==> src/rtl/default_slave.sv <==
// Default AXI slave: sinks any write or read routed to unmapped space
// and answers every transaction with DECERR on independent W and R FSMs.
module default_slave #(
  parameter int IDW = 8
) (
  input  logic           ACLK,
  input  logic           ARESET,
  input  logic [IDW-1:0] AWID,
  input  logic           AWVALID,
  output logic           AWREADY,
  input  logic           WLAST,
  input  logic           WVALID,
  output logic           WREADY,
  output logic [IDW-1:0] BID,
  output logic [1:0]     BRESP,
  output logic           BVALID,
  input  logic           BREADY,
  input  logic [IDW-1:0] ARID,
  input  logic [3:0]     ARLEN,
  input  logic           ARVALID,
  output logic           ARREADY,
  output logic [IDW-1:0] RID,
  output logic [31:0]    RDATA,
  output logic [1:0]     RRESP,
  output logic           RLAST,
  output logic           RVALID,
  input  logic           RREADY
);

  localparam logic [1:0] DECERR = 2'b11;

  typedef enum logic [1:0] {
    W_IDLE,
    W_DATA,
    W_RESP
  } w_state_t;

  typedef enum logic {
    R_IDLE,
    R_DATA
  } r_state_t;

  w_state_t       w_state;
  w_state_t       w_next;
  logic [IDW-1:0] aw_id_q;

  r_state_t       r_state;
  r_state_t       r_next;
  logic [IDW-1:0] ar_id_q;
  logic [3:0]     ar_len_q;
  logic [3:0]     beat_q;

  always_ff @(posedge ACLK or posedge ARESET) begin
    if (ARESET) begin
      w_state <= W_IDLE;
      aw_id_q <= '0;
    end else begin
      w_state <= w_next;
      if (w_state == W_IDLE && AWVALID)
        aw_id_q <= AWID;
    end
  end

  always_comb begin
    w_next  = w_state;
    AWREADY = 1'b0;
    WREADY  = 1'b0;
    BVALID  = 1'b0;
    BID     = '0;
    BRESP   = 2'b00;
    unique case (w_state)
      W_IDLE: begin
        AWREADY = 1'b1;
        if (AWVALID)
          w_next = W_DATA;
      end
      W_DATA: begin
        WREADY = 1'b1;
        if (WVALID && WLAST)
          w_next = W_RESP;
      end
      W_RESP: begin
        BVALID = 1'b1;
        BID    = aw_id_q;
        BRESP  = DECERR;
        if (BREADY)
          w_next = W_IDLE;
      end
      default: w_next = W_IDLE;
    endcase
  end

  // beat_q may wrap past ar_len_q on the final beat; RLAST only
  // matters while in R_DATA, which is left on that same handshake.
  always_ff @(posedge ACLK or posedge ARESET) begin
    if (ARESET) begin
      r_state  <= R_IDLE;
      ar_id_q  <= '0;
      ar_len_q <= '0;
      beat_q   <= '0;
    end else begin
      r_state <= r_next;
      if (r_state == R_IDLE && ARVALID) begin
        ar_id_q  <= ARID;
        ar_len_q <= ARLEN;
        beat_q   <= '0;
      end else if (r_state == R_DATA && RREADY) begin
        beat_q <= beat_q + 4'd1;
      end
    end
  end

  always_comb begin
    r_next  = r_state;
    ARREADY = 1'b0;
    RVALID  = 1'b0;
    RID     = '0;
    RDATA   = '0;
    RRESP   = 2'b00;
    RLAST   = 1'b0;
    unique case (r_state)
      R_IDLE: begin
        ARREADY = 1'b1;
        if (ARVALID)
          r_next = R_DATA;
      end
      R_DATA: begin
        RVALID = 1'b1;
        RID    = ar_id_q;
        RRESP  = DECERR;
        RLAST  = (beat_q == ar_len_q);
        if (RREADY && RLAST)
          r_next = R_IDLE;
      end
      default: r_next = R_IDLE;
    endcase
  end

endmodule

==> config.mk <==
export PLATFORM = sky130hd
export DESIGN_NAME = default_slave
export DESIGN_NICKNAME = d
export VERILOG_FILES = /design/src/rtl/default_slave.sv
export SDC_FILE = /design/constraint.sdc
export NUM_CORES = 1
export LEC_CHECK = 0
export CORE_MARGIN = 2
export CORE_UTILIZATION = 39
export DETAILED_ROUTE_END_ITERATION = 8
export GPL_ROUTABILITY_DRIVEN = 0
export GPL_TIMING_DRIVEN = 0
export PLACE_DENSITY_LB_ADDON = 0.08
export SLEW_MARGIN = 20
export SYNTH_ARGS = -nofsm -noshare
export SYNTH_HDL_FRONTEND = slang
export SYNTH_SLANG_ARGS = --single-unit
export TNS_END_PERCENT = 1
==> constraint.sdc <==
create_clock -name ACLK -period 1.5 [get_ports ACLK]
set_clock_uncertainty 0.1 [all_clocks]
set_input_delay 0.3 -clock ACLK [delete_from_list [all_inputs] [get_ports ACLK]]
set_output_delay 0.3 -clock ACLK [all_outputs]
set_load 0.1 [all_outputs]
==> results by stage <==
Yosys:
- By area, the combinational part of the netlist is dominated by buffers and inverters.
- The yosys synthesis warning count is 0.
- The share of synthesized area in the top cell type comes to 43.1%.
- The count of state elements after synthesis is 27.
- Yosys attributes the largest share of cell area to sky130_fd_sc_hd__dfrtp_1 43%, sky130_fd_sc_hd__buf_4 17%, sky130_fd_sc_hd__mux2_2 8.6%.
- Synthesis produced a netlist whose cell count is 139.
- After Yosys synthesis, full adders, half adders and majority gates account for 0.797% of the synthesized area.
- The synthesized design spends more area on one cell type than any other, namely sky130_fd_sc_hd__dfrtp_1.
- The total standard cell area after synthesis is 1570 um^2.
- The synthesized area per cell is 11.3 um^2.
- Summing the sequential cell areas from Yosys gives 43.1% of the chip area.
- The area share of and/or/nand/nor cells after synthesis is 11.7%.
- The netlist uses 29 different library cells.
- After Yosys synthesis, XOR and XNOR cells account for 3.35% of the synthesized area.
- Summing the areas of all compound-gate instances in the mapped netlist gives 3.67% of the synthesized area.
- The portion of synthesized area spent on multiplexers is 16.9%.

Detailed routing:
- After detailed routing, the number of remaining DRC violations is 0.
- The first-iteration detailed-routing DRC count is 37.
- Wires add up to 3.32 mm.
- The routed wirelength normalized by instance count is 11.9 um.
- For this run, the detailed router's first-pass iteration total came to 4.
- The detail route stage leaves a number of antenna-violating nets equal to 0.
- The vias after detailed routing is 1,148.
- Dividing the detail-routed via count by the number of cells gives 4.13.

STA:
- Subtracting the final worst setup slack from the clock period gives 1930 ps.
- The headroom to the max-slew limit is 61.0%.
- In the post-route analysis, the smallest setup slack over all paths is -428 ps.
- The number of failing hold endpoints at the final stage is 0.
- The max-slew violation count came to 0.
- The timing-limited maximum frequency is 519 MHz.
- Setup repair after global routing could not meet its margin everywhere.
- The post-route setup TNS is -4860 ps.
- The measured slew at the worst slew-check pin is 584 ps.
- The count of endpoints failing setup in the final report is 24.
- The period utilization is 129%.

Power:
- Power spread over the standard cell area amounts to 2250 nW/um^2.
- The net switching power of the design is 3.03 mW.
- The maximum ir drop on the vdd rail is 1.79 mV.
- The switching part of the total power is 50.7%.
- Sequential cells account for 22.3% of the total power.
- The static leakage power is 1.29 nW.
- Combinational cells account for 70.9% of the total power.
- Internal power comes to 2.94 mW.
- The clock power share is 6.8%.

Critical path:
- The largest fanout on the critical path is 4.
- The most critical setup path has its startpoint at beat_q[2]$_DFFE_PP0P_.
- For the worst setup path, the data arrival time is 1530 ps.
- Measured in cells, the most critical reg-to-reg path has a length of 3.
- The source of the worst register-to-register timing path is r_state$_DFF_PP0_.
- The worst setup path is captured at an output port.
- The type of origin of the critical path is a register.
- Data on the critical path is required at its endpoint by 1100 ps.
- The destination of the worst register-to-register timing path is ar_id_q[7]$_DFFE_PP0P_.
- The worst reg-to-reg setup slack is 80 ps.
- The critical path is of the register to output port type.

Floorplanning:
- The floorplan die width is 67.4 um.
- The row count is 23.
- The core region area is 3940 um^2.
- The full die area is 4550 um^2.
- For this configuration, the core starts out at a cell density of 39.8%.
- The die outline height is 67.4 um.
- Pin placement for this block handled 86 I/O pins.

Run status:
- The flow ran to the end, but the final reports show violations.
- The checks that failed: setup timing.

Run:
- Max-cap violations in this run came to 0.

Min path:
- The hold path startpoint is RREADY.
- The path with the worst hold slack has its endpoint at r_state$_DFF_PP0_.
- The depth of the worst hold-timing path is 2.
- The path category of the worst min-delay check is input pin to register.

CTS:
- The tree is rooted in a sky130_fd_sc_hd__clkbuf_8.
- TritonCTS built the clock tree.
- The number of buffers between clock root and the deepest sink is 2.
- The count of clock tree sinks is 27.
- The clock latency at the later pin of the worst-skew pair is 260 ps.
- Clock tree synthesis inserted a total of 3 buffers.
- The H-tree depth is 1.
- The number of hold buffers added after CTS was 0.
- After clock tree synthesis, the clock-pin slew on the worst setup and hold paths is 90 ps.

Global route:
- After global routing the overflow that remains totals 0.
- The first-pass GRT wire length is 5.21 mm.
- The number of antenna violations at the first check in global routing is 0.
- Entering global routing, the biggest net connects 28 pins.
- The total global routing track utilization is 15.1%.
- The via count of the first global-routing pass is 1,193.

Layout:
- The fraction of layout instances using a drive strength above 1 is 52.2%.
- The finished layout holds 278 standard cells, fillers aside.
- The post-layout net count is 258.
- Once layout is complete, the utilization of the core stands at 67.2%.
- The number of antenna diodes in the final layout is 0.
- The final instance area is 2650 um^2.
- Relative to the synthesized area, the layout overhead comes to 69.0%.

Place:
- The HPWL after detailed placement is 2.45 mm.
- Once placement completed, the tool counted placed cells totaling 272.
- The pre-CTS worst setup slack is -1170 ps.
- The number of buffer cells added on primary ports is 52.
- The placed instance area is 2320 um^2.
[sequential cells by signal, summed over array words and instances, names as in the netlist]
signal,count
ar_id_q,8
ar_len_q,4
aw_id_q,8
beat_q,4
r_state,1
w_state,2
[per-layer routing]
| layer | global-route usage (%) | vias to the layer above | share of wire, % | routed length (um) |
|---|---|---|---|---|
| li1 | - | 559 | - | - |
| met1 | 16.4 | 537 | 35 | 1170 |
| met2 | 29.3 | 50 | 56 | 1870 |
| met3 | 3.33 | 2 | 7.8 | 260 |
| met4 | 3.83 | 0 | 0.51 | 17 |
| met5 | 0 | - | 0 | 0 |
[logic make-up after synthesis]
kind of cell / after synthesis
simple gates: 30
buf+inv: 44
flops: 27
xor+xnor: 6
other cells: 1
compound gates: 9
fa+ha+maj: 1
mux: 21
[final cells by class]
type                    instances  area, um^2
clock buffers                   4        45.0
fillers                       299        1290
multi-input cells              99         751
repair buffers                 54         769
plain buffers                  41         328
flip-flops and latches         27         681
inverters                       3        15.0
well taps                      50        62.6
[critical path, stage by stage (launching register included)]
cell and delay, ps:
sky130_fd_sc_hd__dfrtp_1 440, sky130_fd_sc_hd__xor2_1 190, sky130_fd_sc_hd__nor4_2 270, sky130_fd_sc_hd__and2_4 200, sky130_fd_sc_hd__buf_12 160
[synth_stat cells (all sizes together)]
master	n
and2	18
mux2i	1
nand3	1
clkbuf	2
a21o	1
buf	39
conb	1
o21ai	5
nand4	1
a32o	1
a31oi	1
a21boi	1
nor2	2
dfrtp	27
ha	1
inv	3
xnor2	1
nor2b	1
xor2	5
nand2	4
and2b	2
mux2	20
nor4	1
[power by group through the flow]
stage / sequential [mW] / combinational, mW / clock (mW)
final: 1.33 / 4.23 / 0.403
after global routing: 1.39 / 4.38 / 0.446
after CTS: 1.33 / 4.20 / 0.420
after detailed placement: 1.34 / 3.55 / 0
after global placement: 1.33 / 3.52 / 0
after floorplan: 1.30 / 2.97 / 0
[worst max-delay path by stage]
stage	endpoint	slack, ps
after floorplan	aw_id_q[0]$_DFFE_PP0P_	-310
after global placement	RLAST	-1160
after detailed placement	RLAST	-1170
after CTS	RLAST	-430
after global routing	RLAST	-520
final	RLAST	-430
[layout by cell type (no fill, tap or decap), types with 3 or more instances in the layout]
master,instances
sky130_fd_sc_hd__buf_8,3
sky130_fd_sc_hd__buf_12,23
sky130_fd_sc_hd__buf_6,3
sky130_fd_sc_hd__dfrtp_1,25
sky130_fd_sc_hd__mux2_4,8
sky130_fd_sc_hd__nand2_1,4
sky130_fd_sc_hd__mux2_2,12
sky130_fd_sc_hd__buf_4,39
sky130_fd_sc_hd__o21ai_0,5
sky130_fd_sc_hd__clkbuf_8,3
sky130_fd_sc_hd__and2_4,18
sky130_fd_sc_hd__xor2_1,5
sky130_fd_sc_hd__clkdlybuf4s50_1,26
sky130_fd_sc_hd__conb_1,32
[stage by stage]
stage          total power, mW  hold WS [ps]
2_1_floorplan             4.27           253
3_3_place_gp              4.85           391
3_5_place_dp              4.90           396
4_1_cts                   5.95           230
5_1_grt                   6.21           239
6_report                  5.96           250
[timing repair]
| item | 4_1_cts | 5_1_grt |
|---|---|---|
| resized for setup | 230 | 4 |
| pin swaps | 17 | 1 |
| setup buffers | 2 | 0 |
| cloned | 0 | 0 |
| setup endpoints to repair | 27 | 35 |
(Power assumes the default switching activity.)
